<file path="src/rtl/ets_pkg.sv">
// Shared types and widths for the equivalent-time sampling delay sequencer.
package ets_pkg;

  localparam int ETS_DELAY_W = 8;
  localparam int ETS_INCR_W  = 4;

  typedef enum logic [2:0] {
    ST_IDLE,
    ST_SETTLE,
    ST_CAPTURE,
    ST_GAP,
    ST_ADVANCE,
    ST_DONE
  } ets_seq_state_t;

  // A zero step would stall the sweep forever, so it is promoted to one.
  function automatic logic [ETS_INCR_W-1:0] ets_eff_incr(input logic [ETS_INCR_W-1:0] incr);
    return (incr == '0) ? ETS_INCR_W'(1) : incr;
  endfunction

endpackage

</file>
<file path="src/rtl/ets_delay_sequencer_if.sv">
// Host control, capture handshake and delay-code signals of the sequencer.
interface ets_delay_sequencer_if;
  import ets_pkg::*;

  logic                   start;
  logic                   abort;
  logic [ETS_DELAY_W-1:0] first;
  logic [ETS_DELAY_W-1:0] last;
  logic [ETS_INCR_W-1:0]  incr;
  logic                   capture_ack;
  logic [ETS_DELAY_W-1:0] delay;
  logic                   capture_req;
  logic                   busy;
  logic                   done;
  logic                   error;

  modport master (
    output start, abort, first, last, incr, capture_ack,
    input  delay, capture_req, busy, done, error
  );

  modport slave (
    input  start, abort, first, last, incr, capture_ack,
    output delay, capture_req, busy, done, error
  );

endinterface

</file>
<file path="src/rtl/ets_settle_timer.sv">
// Count-down timer that measures the PLL settling interval after a delay change.
module ets_settle_timer #(
  parameter int unsigned SETTLE_CYCLES = 64
) (
  input  logic clk,
  input  logic reset,
  input  logic load,
  output logic expired
);

  localparam int CNT_W = $clog2(SETTLE_CYCLES + 1);
  // Loading N-1 makes expired rise after exactly N cycles in SETTLE.
  localparam logic [CNT_W-1:0] LOAD_VAL = CNT_W'(SETTLE_CYCLES - 1);

  logic [CNT_W-1:0] cnt_q, cnt_d;

  always_comb begin
    cnt_d = cnt_q;
    if (load) begin
      cnt_d = LOAD_VAL;
    end else if (cnt_q != '0) begin
      cnt_d = cnt_q - CNT_W'(1);
    end
  end

  always_ff @(posedge clk or posedge reset) begin
    if (reset) begin
      cnt_q <= '0;
    end else begin
      cnt_q <= cnt_d;
    end
  end

  assign expired = (cnt_q == '0);

endmodule

</file>
<file path="src/rtl/ets_delay_sequencer.sv">
// Sweeps the ets_clkgen delay code across [first, last], settling after each
// change and issuing REPEATS capture requests per step.
module ets_delay_sequencer
  import ets_pkg::*;
#(
  parameter int unsigned SETTLE_CYCLES = 64,
  parameter int unsigned REPEATS       = 1
) (
  input logic                  clk,
  input logic                  reset,
  ets_delay_sequencer_if.slave bus
);

  localparam int         SUM_W      = ETS_DELAY_W + 1;
  localparam logic [7:0] REP_TARGET = 8'(REPEATS);

  ets_seq_state_t         state_q, state_d;
  logic [ETS_DELAY_W-1:0] delay_q, delay_d;
  logic [ETS_DELAY_W-1:0] last_q, last_d;
  logic [ETS_INCR_W-1:0]  incr_q, incr_d;
  logic [7:0]             rep_q, rep_d;
  logic [7:0]             rep_inc;
  logic [SUM_W-1:0]       next_sum;
  logic                   capture_req_q, capture_req_d;
  logic                   busy_q, busy_d;
  logic                   done_q, done_d;
  logic                   error_q, error_d;
  logic                   in_sweep;
  logic                   settle_load;
  logic                   settle_expired;

  ets_settle_timer #(
    .SETTLE_CYCLES(SETTLE_CYCLES)
  ) u_settle_timer (
    .clk    (clk),
    .reset  (reset),
    .load   (settle_load),
    .expired(settle_expired)
  );

  assign in_sweep = state_q inside {ST_SETTLE, ST_CAPTURE, ST_GAP, ST_ADVANCE};
  assign rep_inc  = rep_q + 8'd1;
  // Nine bits so a step past 0xFF is seen as overflow instead of wrapping.
  assign next_sum = SUM_W'(delay_q) + SUM_W'(incr_q);

  always_comb begin
    // NOTE: every _d is given its hold value first so no branch of the case can infer a latch.
    state_d = state_q;
    delay_d = delay_q;
    last_d  = last_q;
    incr_d  = incr_q;
    rep_d   = rep_q;
    error_d = 1'b0;

    case (state_q)
      ST_IDLE: begin
        if (bus.start) begin
          if (bus.first > bus.last) begin
            state_d = ST_DONE;
            error_d = 1'b1;
          end else begin
            delay_d = bus.first;
            last_d  = bus.last;
            incr_d  = ets_eff_incr(bus.incr);
            rep_d   = '0;
            state_d = ST_SETTLE;
          end
        end
      end
      ST_SETTLE: begin
        if (settle_expired) state_d = ST_CAPTURE;
      end
      ST_CAPTURE: begin
        if (bus.capture_ack) begin
          rep_d   = rep_inc;
          state_d = (rep_inc == REP_TARGET) ? ST_ADVANCE : ST_GAP;
        end
      end
      ST_GAP: begin
        state_d = ST_CAPTURE;
      end
      ST_ADVANCE: begin
        if (next_sum[ETS_DELAY_W] || (next_sum > SUM_W'(last_q))) begin
          state_d = ST_DONE;
        end else begin
          delay_d = next_sum[ETS_DELAY_W-1:0];
          rep_d   = '0;
          state_d = ST_SETTLE;
        end
      end
      ST_DONE: begin
        state_d = ST_IDLE;
      end
      default: begin
        state_d = ST_IDLE;
      end
    endcase

    // Abort overrides everything above, including a same-cycle acknowledge or step.
    if (in_sweep && bus.abort) begin
      state_d = ST_DONE;
      error_d = 1'b1;
      delay_d = delay_q;
      rep_d   = rep_q;
    end

    capture_req_d = (state_d == ST_CAPTURE);
    busy_d        = state_d inside {ST_SETTLE, ST_CAPTURE, ST_GAP, ST_ADVANCE};
    done_d        = (state_d == ST_DONE);
  end

  assign settle_load = (state_d == ST_SETTLE) && (state_q != ST_SETTLE);

  always_ff @(posedge clk or posedge reset) begin
    // NOTE: non-blocking assignments let every _q update from the same pre-edge values.
    if (reset) begin
      state_q       <= ST_IDLE;
      delay_q       <= '0;
      last_q        <= '0;
      incr_q        <= '0;
      rep_q         <= '0;
      capture_req_q <= 1'b0;
      busy_q        <= 1'b0;
      done_q        <= 1'b0;
      error_q       <= 1'b0;
    end else begin
      state_q       <= state_d;
      delay_q       <= delay_d;
      last_q        <= last_d;
      incr_q        <= incr_d;
      rep_q         <= rep_d;
      capture_req_q <= capture_req_d;
      busy_q        <= busy_d;
      done_q        <= done_d;
      error_q       <= error_d;
    end
  end

  assign bus.delay       = delay_q;
  assign bus.capture_req = capture_req_q;
  assign bus.busy        = busy_q;
  assign bus.done        = done_q;
  assign bus.error       = error_q;

endmodule
</file>
<file path="src/flat_wrapper.sv">
// flat-port wrapper written by rule: the top's interface ports become plain ports
module ets_delay_sequencer_flat import ets_pkg::*;
#(
  parameter int unsigned SETTLE_CYCLES = 64,
  parameter int unsigned REPEATS       = 1
)
  (clk, reset, bus_start, bus_abort, bus_first, bus_last, bus_incr, bus_capture_ack, bus_delay, bus_capture_req, bus_busy, bus_done, bus_error);
  ets_delay_sequencer_if bus_i ();
  input logic clk;
  input logic reset;
  input wire logic [$bits(bus_i.start)-1:0] bus_start;
  input wire logic [$bits(bus_i.abort)-1:0] bus_abort;
  input wire logic [$bits(bus_i.first)-1:0] bus_first;
  input wire logic [$bits(bus_i.last)-1:0] bus_last;
  input wire logic [$bits(bus_i.incr)-1:0] bus_incr;
  input wire logic [$bits(bus_i.capture_ack)-1:0] bus_capture_ack;
  output wire logic [$bits(bus_i.delay)-1:0] bus_delay;
  output wire logic [$bits(bus_i.capture_req)-1:0] bus_capture_req;
  output wire logic [$bits(bus_i.busy)-1:0] bus_busy;
  output wire logic [$bits(bus_i.done)-1:0] bus_done;
  output wire logic [$bits(bus_i.error)-1:0] bus_error;
  assign bus_i.start = bus_start;
  assign bus_i.abort = bus_abort;
  assign bus_i.first = bus_first;
  assign bus_i.last = bus_last;
  assign bus_i.incr = bus_incr;
  assign bus_i.capture_ack = bus_capture_ack;
  assign bus_delay = bus_i.delay;
  assign bus_capture_req = bus_i.capture_req;
  assign bus_busy = bus_i.busy;
  assign bus_done = bus_i.done;
  assign bus_error = bus_i.error;
  ets_delay_sequencer #(.SETTLE_CYCLES(SETTLE_CYCLES), .REPEATS(REPEATS)) u_core (.clk(clk), .reset(reset), .bus(bus_i));
endmodule
</file>
<file path="config.mk">
export PLATFORM = sky130hd
export DESIGN_NAME = ets_delay_sequencer_flat
export DESIGN_NICKNAME = d
export VERILOG_FILES = /design/src/rtl/ets_pkg.sv /design/src/rtl/ets_delay_sequencer_if.sv /design/src/rtl/ets_settle_timer.sv /design/src/rtl/ets_delay_sequencer.sv /design/src/flat_wrapper.sv
export SDC_FILE = /design/constraint.sdc
export NUM_CORES = 1
export LEC_CHECK = 0
export CORE_ASPECT_RATIO = 0.6
export CORE_UTILIZATION = 36
export CTS_BUF_LIST = sky130_fd_sc_hd__clkbuf_4 sky130_fd_sc_hd__clkbuf_8 sky130_fd_sc_hd__clkbuf_16
export DETAILED_ROUTE_END_ITERATION = 10
export GPL_ROUTABILITY_DRIVEN = 1
export PLACE_DENSITY = 0.55
export SLEW_MARGIN = 20
export SYNTH_ARGS = -nofsm -noshare
export SYNTH_HDL_FRONTEND = slang
export SYNTH_HIERARCHICAL = 1
export SYNTH_SLANG_ARGS = --single-unit
</file>
<file path="constraint.sdc">
create_clock -name clk -period 3.4 [get_ports clk]
set_input_delay 0.51 -clock clk [delete_from_list [all_inputs] [get_ports clk]]
set_output_delay 0.51 -clock clk [all_outputs]
set_load 0.05 [all_outputs]
</file>
==> out/results.env, run 1 <==
CHIPWIDTH_UM=116
MAX-CLOCK-PATH-BUFFERS=2
SHARE_COMB_OF_TOTAL_POWER_PCT=60.2
POSTROUTEANTENNANETS=0
YOSYS-TOP-CELLS-AREA='dfrtp_1 (38%), ha_1 (11%), mux2i_1 (5.7%), inv_1 (4.4%), a21oi_1 (3.1%)'
FIRST_PASS_ITERS=4
GRT_ANTENNA_BEFORE_REPAIR=0
INITIAL_CORE_UTIL_PCT=37.7
CTS-BUFFERS-INSERTED=5
POWER_DENSITY_mW_PER_MM2=937
CLKPWRFRAC_PCT=14.8
POWER.NET_SWITCHING_uW=1500
MOST_NUMEROUS_CELL_TYPES_IN_THE_SYNTHESIZED_NETLIST='dfrtp_1 (42), inv_1 (33), ha_1 (24), nand2_1 (19)'
DIE-HEIGHT_UM=70.2
GLOBALROUTEMET1UTIL_PCT=30.8
TRITONCTS='yes'
WORST_SETUP_PATH_END_KIND='flip-flop'
FINAL_PERIOD_MINUS_WORST_SETUP_SLACK_NS=3.46
CELLLEAKAGEPOWER_uW=0.00169
FLOORPLAN.CORE_AREA_MM2=0.00739
DRIVE_GT1_SHARE_PCT=17.9
SYNTHESIS.INSTANCES=297
GRT.BUSIEST_LAYER='met1'
CTS.CLK_SLEW.WORST_PATHS_NS=0.06
NETLIST_AREA_MM2=0.00279
SETUP.WORST_PATH.CLASS='flip-flop to flip-flop'
YS_SEQ_ELEMENTS=42
MAX_SLEW_MARGIN_VS_LIMIT_PCT=37.3
ROUTED_VIA_DENSITY=5.15
ROW_COUNT=24
RSZ0062_AT_GRT='yes'
WORST_IR_DROP_VDD_mV=0.623
YOSYSSEQAREASHARE_PCT=37.7
SLOWEST_DELAY_NS=0.42
SYNTHFLOPTYPE='dfrtp_1'
POST_SYNTH_NET_TOTAL=347
NNETSFINAL=406
LARGEST_NET_DEGREE_AT_THE_START_OF_GLOBAL_ROUTING=25
TIMING.CRITICAL_PATH.FANOUT_MAX=5
FIRST_GLOBAL_VIAS=2318
TIMING.HOLD.WS_NS=0.492
GROUTE.USAGE.OVERALL_PCT=19.6
FILLER_CELL_COUNT=734
CTS.ROOT.BUFFER_CELL='clkbuf_16'
FINAL_MIN_PERIOD_OVER_CLOCK_PERIOD_PCT=102
PLACED_CELL_COUNT=451
DIE-AREA_MM2=0.00811
SYNTH_AREA_PER_CELL_UM2=9.39
POWER_SWITCHING_SHARE_PCT=44.0
GPL.FINAL_WEIGHTED_CONGESTION=0.812
SYNTH_EDF_COUNT=0
WORSTHOLDPATHTYPE='input pin to async pin'
LAYOUT.CELLS.NON_FILLER=461
DP.FINAL_HPWL_MM=5.45
HOLD_VIOL_FINAL=0
VIA_COUNT=2375
FINAL-MAX-SLEW-VIOLATION-COUNT=0
CRIT_TOP_CELL='a21o_1'
WORSTPATHREQUIRED_NS=3.58
FIRST_ITER_VIOLATIONS=112
ANTENNADIODECOUNT=0
SYNTHARSTFLOPSHARE_PCT=100
SYNTH.DISTINCT_CELLS=55
SLOWEST_STAGE='dfrtp_2'
CLKLATENCYLATEPIN_NS=0.29
SYNTHDOMINANTCELLAREASHARE_PCT=37.7
SETUP_VIOLATIONS=7
GRT_UTIL_MET3_PCT=4.17
CTS_HTREE_LEVELS=2
PLACE.PORT_BUFFERS=36
TIGHTEST_SLEW_NS=0.934
RUN_STATUS='complete, but fails checks'
SETUP.WORST_PATH.START_CLASS='flip-flop'
GRT-OVFL-TOTAL=0
WL_PER_CELL_UM=15.6
SETUP_SLACK_NS=-0.0597
AREA_GROWTH_PCT=30.8
IOS=37
SYNTH_LARGEST_AREA_CELL='dfrtp_1'
INTPOWER_uW=1910
GRT_USE_MET2_PCT=25.1
YOSYSMOSTFREQUENTCELL='dfrtp_1'
ROUTE.FINAL.WIRE_LENGTH_MM=7.21
SEQUENTIAL_POWER_SHARE_PCT=24.9
YOSYS_WARNINGS=6
PATH_CELLS='ha_4 > fa_2 > a21o_1 > a21oi_4 > nor2_2 > xor2_1 > ha_1 > a21o_1 > a221o_1 > o221ai_2 > a21boi_4 > and3_4 > mux2_4'
ACHIEVABLE-FREQUENCY_MHz=289
FAILED_CHECKS='setup timing'
TIMING.MAX_CAP.VIOLATIONS=0
CLOCK-SKEW-FINAL_NS=0.00605
CRITPATHARRIVALTIME_NS=3.64
DRC=0
GRT_FIRST_PASS_WIRELENGTH_MM=11.8
CTSHOLDBUFFERS=0
CTS.SINK_COUNT=42
## worst max-delay path: cells and delay by family (launching register included)
family	cells	cell delay [ns]
muxes	1	0.30
adders and majority gates	3	0.84
xor gates and xnor gates	1	0.16
and+or+nand+nor	2	0.29
DFF	1	0.42
AOI/OAI and AO/OA	6	1.34
## cell usage in the layout (no fill, tap or decap), drive strengths merged, types with 4 or more instances in the layout
cell / n
nor3: 12
a21o: 5
nand3: 9
o21ai: 15
clkdlybuf4s50: 36
inv: 32
nand2: 19
and3: 8
dfrtp: 42
mux2: 6
nor2: 17
clkbuf: 7
xor2: 4
a21oi: 17
buf: 23
nand4: 4
ha: 24
xnor2: 4
mux2i: 16
a31oi: 14
## path summary, 6_finish.rpt
check                                    start                        endpoint  slack [ns]  depth (start not counted)
min                                      reset  u_core/u_settle_timer/cnt_q[6]        0.49                          2
max in group asynchronous                reset                 u_core/bus.done        2.15                          3
min in group clk               u_core/rep_q[7]                 u_core/rep_q[7]        0.53                          1
max reg2reg                u_core/bus.delay[0]             u_core/bus.delay[6]       -0.06                         13
min reg2reg                    u_core/rep_q[7]                 u_core/rep_q[7]        0.53                          1
max                        u_core/bus.delay[0]             u_core/bus.delay[6]       -0.06                         13
## routing by layer
metal / part of all wire, % / up-vias
met5: 0 / -
met4: 1.7 / 0
met3: 5.0 / 10
met2: 38 / 59
met1: 55 / 1115
li1: - / 1191
## registers in the layout, indices dropped and copies added (netlist names)
register	flops
u_core/bus.done	1
u_core/rep_q	8
u_core/bus.error	1
u_core/bus.delay	8
u_core/state_q	3
u_core/incr_q	4
u_core/last_q	8
u_core/u_settle_timer/cnt_q	7
u_core/bus.capture_req	1
u_core/bus.busy	1
## logic make-up (layout without fill, tap and decap cells)
family                     Yosys count  in the layout  synth area share, %
adders and majority gates           25             25                 11.5
AOI/OAI and AO/OA                   75             75                 18.4
DFF                                 42             42                 37.7
muxes                               22             22                 8.30
xor gates and xnor gates             8              8                 2.51
and+or+nand+nor                     85             85                 15.7
buffers and inverters               40            100                 5.88
## per-stage QoR
stage	total power, uW	setup slack [ns]	util, %	setup TNS (ns)	instance area (um2)
floorplan	2080	-0.228	-	-0.524	2810
global placement	2760	-0.0676	46.3	-0.517	3420
detailed placement	2780	-0.151	46.3	-1.93	3420
CTS	3360	-0.0687	48.7	-0.291	3600
global route	3670	-0.215	49.4	-3.32	3650
finish	3420	-0.0597	49.4	-0.164	3650
## power by group through the flow
stage          Combinational (uW)  Sequential, uW  Clock, uW
3_5_place_dp                 1930             851          0
4_1_cts                      1990             844        525
3_3_place_gp                 1910             850          0
5_1_grt                      2250             875        541
2_1_floorplan                1040            1030          0
6_report                     2060             851        507
## area by class of cell
cell class | count | area, um2 | share of cell area (%)
multi-input cells | 215 | 1640 | 45.1
flip-flops and latches | 42 | 1050 | 28.9
repair buffers | 59 | 541 | 14.8
clock buffers | 7 | 146 | 4.02
well taps | 104 | 130 | 3.57
inverters | 33 | 126 | 3.47
clock inverters | 1 | 5.00 | 0.137
## what timing repair did
item / 4_1_cts / 5_1_grt
cloned: 0 / 0
pin swaps: 7 / 5
setup buffers: 1 / 1
endpoints found under the setup margin: 23 / 25
gates resized for setup: 6 / 15
Note: power is estimated with default switching activity, not from simulation.
==> run 2, diff against run 1 <==
--- a/config.mk
+++ b/config.mk
@@ -5,12 +5,16 @@
 export SDC_FILE = /design/constraint.sdc
 export NUM_CORES = 1
 export LEC_CHECK = 0
+export CELL_PAD_IN_SITES_DETAIL_PLACEMENT = 1
+export CELL_PAD_IN_SITES_GLOBAL_PLACEMENT = 2
 export CORE_ASPECT_RATIO = 0.6
-export CORE_UTILIZATION = 36
+export CORE_MARGIN = 5
+export CORE_UTILIZATION = 31
 export CTS_BUF_LIST = sky130_fd_sc_hd__clkbuf_4 sky130_fd_sc_hd__clkbuf_8 sky130_fd_sc_hd__clkbuf_16
+export CTS_CLUSTER_SIZE = 28
 export DETAILED_ROUTE_END_ITERATION = 10
 export GPL_ROUTABILITY_DRIVEN = 1
-export PLACE_DENSITY = 0.55
+export PLACE_DENSITY = 0.73
 export SLEW_MARGIN = 20
 export SYNTH_ARGS = -nofsm -noshare
 export SYNTH_HDL_FRONTEND = slang
==> out/results.env, run 2 (synthesized netlist as in run 1, its figures left out) <==
WORSTHOLDPATHTYPE='input pin to async pin'  # unchanged
WORST_SETUP_PATH_END_KIND='flip-flop'  # unchanged
FINAL-MAX-SLEW-VIOLATION-COUNT=0  # unchanged
PLACED_CELL_COUNT=458  # was 451
ROUTED_VIA_DENSITY=5.09  # was 5.15
WL_PER_CELL_UM=17.7  # was 15.6 um
NNETSFINAL=409  # was 406
FAILED_CHECKS='setup timing'  # unchanged
CRITICAL_PATH.TOP_DELAY_FAMILY='compound AO/OA/AOI/OAI gates'  # unchanged
PATH_CELLS='ha_4 > fa_2 > a21o_1 > a21oi_4 > nor2_2 > xor2_2 > ha_1 > a21o_1 > a221o_1 > o221ai_2 > a21boi_4 > and3_4 > mux2_4'  # was ha_4 > fa_2 > a21o_1 > a21oi_4 > nor2_2 > xor2_1 > ha_1 > a21o_1 > a221o_1 > o221ai_2 > a21boi_4 > and3_4 > mux2_4
FINAL_PERIOD_MINUS_WORST_SETUP_SLACK_NS=3.53  # was 3.46 ns
CRIT_TOP_CELL='a21o_1'  # unchanged
MAX_SLEW_MARGIN_VS_LIMIT_PCT=45.1  # was 37.3%
CLOCK-SKEW-FINAL_NS=0.0107  # was 0.00605 ns
DIE-AREA_MM2=0.0111  # was 0.00811 mm2
SEQUENTIAL_POWER_SHARE_PCT=23.5  # was 24.9%
FINALSETUPTNS_NS=-1.30  # was -0.164 ns
SLOWEST_STAGE='dfrtp_1'  # was dfrtp_2
POWER_DENSITY_mW_PER_MM2=972  # was 937 mW/mm2
ANTENNADIODECOUNT=0  # unchanged
FINAL_MIN_PERIOD_OVER_CLOCK_PERIOD_PCT=104  # was 102%
PLACE.PORT_BUFFERS=36  # unchanged
TIMING.MAX_CAP.VIOLATIONS=0  # unchanged
FIRST_GLOBAL_VIAS=2534  # was 2318
DP.FINAL_HPWL_MM=6.47  # was 5.45 mm
CELLLEAKAGEPOWER_uW=0.00176  # was 0.00169 uW
WORST_IR_DROP_VDD_mV=0.569  # was 0.623 mV
CTS-BUFFERS-INSERTED=5  # unchanged
TIMING.CRITICAL_PATH.FANOUT_MAX=4  # was 5
ROUTE.FINAL.WIRE_LENGTH_MM=8.34  # was 7.21 mm
WORSTPATHREQUIRED_NS=3.57  # was 3.58 ns
SETUP_VIOLATIONS=23  # was 7
CLKLATENCYLATEPIN_NS=0.29  # about the same
LAYOUT.CELLS.MOST_COMMON_LIST='dfrtp_1 (40), clkdlybuf4s50_1 (36), inv_1 (32), buf_4 (23), ha_1 (23)'  # was dfrtp_1 (40), clkdlybuf4s50_1 (36), inv_1 (31), ha_1 (23), buf_4 (22)
ACHIEVABLE-FREQUENCY_MHz=283  # was 289 MHz
SHARE_COMB_OF_TOTAL_POWER_PCT=59.0  # was 60.2%
RUN_STATUS='complete, but fails checks'  # unchanged
SETUP_SLACK_NS=-0.133  # was -0.0597 ns
VIA_COUNT=2404  # was 2375
SETUP.WORST_PATH.CLASS='flip-flop to flip-flop'  # unchanged
FILLER_CELL_COUNT=962  # was 734
SLOWEST_DELAY_NS=0.41  # was 0.42 ns
MAX-CLOCK-PATH-BUFFERS=2  # unchanged
ROW_COUNT=26  # was 24
FINALPOWER_uW=3680  # was 3420 uW
GPL.FINAL_WEIGHTED_CONGESTION=0.784  # was 0.812
GRT-OVFL-TOTAL=0  # unchanged
RSZ0062_AT_GRT='yes'  # unchanged
INTPOWER_uW=2130  # was 1910 uW
DIE-HEIGHT_UM=83.5  # was 70.2 um
TIMING.HOLD.WS_NS=0.488  # was 0.492 ns
DRC=0  # unchanged
POWER.NET_SWITCHING_uW=1550  # was 1500 uW
POSTROUTEANTENNANETS=0  # unchanged
HOLD_VIOL_FINAL=0  # unchanged
FIRST_PASS_ITERS=4  # unchanged
CLKPWRFRAC_PCT=17.5  # was 14.8%
CHIPWIDTH_UM=132  # was 116 um
LAYOUT.CELLS.NON_FILLER=472  # was 461
CTS_HTREE_LEVELS=2  # unchanged
AREA_GROWTH_PCT=36.0  # was 30.8%
GRT_FIRST_PASS_WIRELENGTH_MM=13.6  # was 11.8 mm
CTS.CLK_SLEW.WORST_PATHS_NS=0.06  # about the same
POWER_SWITCHING_SHARE_PCT=42.2  # was 44.0%
FLOORPLAN.CORE_AREA_MM2=0.00865  # was 0.00739 mm2
CP_NUM_BUF_INV=0  # unchanged
TRITONCTS='yes'  # unchanged
FIRST_ITER_VIOLATIONS=147  # was 112
SETUP.WORST_PATH.START_CLASS='flip-flop'  # unchanged
INITIAL_CORE_UTIL_PCT=32.2  # was 37.7%
CTSHOLDBUFFERS=0  # unchanged
CTS.SINK_COUNT=42  # unchanged
CTS.ROOT.BUFFER_CELL='clkbuf_16'  # unchanged
GROUTE.USAGE.OVERALL_PCT=15.4  # was 19.6%
IOS=37  # unchanged
TIGHTEST_SLEW_NS=0.812  # was 0.934 ns
MOST_FREQUENT_STANDARD_CELL_IN_THE_LAYOUT_EXCLUDING_FILL_AND_TAP_CELLS='dfrtp_1'  # unchanged
LARGEST_NET_DEGREE_AT_THE_START_OF_GLOBAL_ROUTING=17  # was 25
CRITPATHARRIVALTIME_NS=3.71  # was 3.64 ns
DRIVE_GT1_SHARE_PCT=19.2  # was 17.9%
GRT_ANTENNA_BEFORE_REPAIR=0  # unchanged
## run 2: path summary, 6_finish.rpt
check                      cells past startpoint  slack, ns                              to             start
min reg2reg                                    1       0.53                u_core/incr_q[2]  u_core/incr_q[2]
max reg2reg                                   13      -0.13             u_core/bus.delay[6]  u_core/incr_q[0]
max in group asynchronous                      3       2.11               u_core/state_q[0]             reset
min in group clk                               1       0.53                u_core/incr_q[2]  u_core/incr_q[2]
max                                           13      -0.13             u_core/bus.delay[6]  u_core/incr_q[0]
min                                            2       0.49  u_core/u_settle_timer/cnt_q[6]             reset
## run 2: metal layers
metal | global-route usage (%) | vias to the layer above | wire, um
met1 | 24.5 | 1163 | 4840
met2 | 20.5 | 38 | 3220
li1 | - | 1201 | -
met4 | 2.64 | 0 | 19
met3 | 3.92 | 2 | 269
met5 | 0 | - | 0
## run 2: power by group through the flow
stage	clock network [uW]	registers (uW)	logic (uW)
2_1_floorplan	0	1030	1040
3_3_place_gp	0	855	1900
3_5_place_dp	0	866	1930
4_1_cts	668	862	1990
5_1_grt	698	892	2370
6_report	646	866	2170
## run 2: timing repair
item | in CTS | in global routing
buffers inserted | 2 | 4
cloned | 0 | 1
gates resized for setup | 7 | 21
endpoints found under the setup margin | 23 | 25
pin swaps | 5 | 6
## run 2: layout make-up
| cell class | instances | area [um2] | area share (%) |
|---|---|---|---|
| clock buffer | 6 | 139 | 3.66 |
| timing repair buffer | 62 | 584 | 15.4 |
| clock inverter | 2 | 60.1 | 1.58 |
| multi-input combinational | 215 | 1690 | 44.5 |
| inverter | 33 | 126 | 3.33 |
| tap | 112 | 140 | 3.70 |
| sequential | 42 | 1050 | 27.8 |
## run 2: per-stage QoR
| step | util, % | setup WS, ns | area [um2] |
|---|---|---|---|
| after CTS | 42.3 | -0.0487 | 3660 |
| after global placement | 39.5 | -0.0635 | 3420 |
| final | 43.8 | -0.133 | 3790 |
| after detailed placement | 39.5 | -0.189 | 3420 |
| after global routing | 43.8 | -0.250 | 3790 |
| after floorplan | - | -0.228 | 2810 |
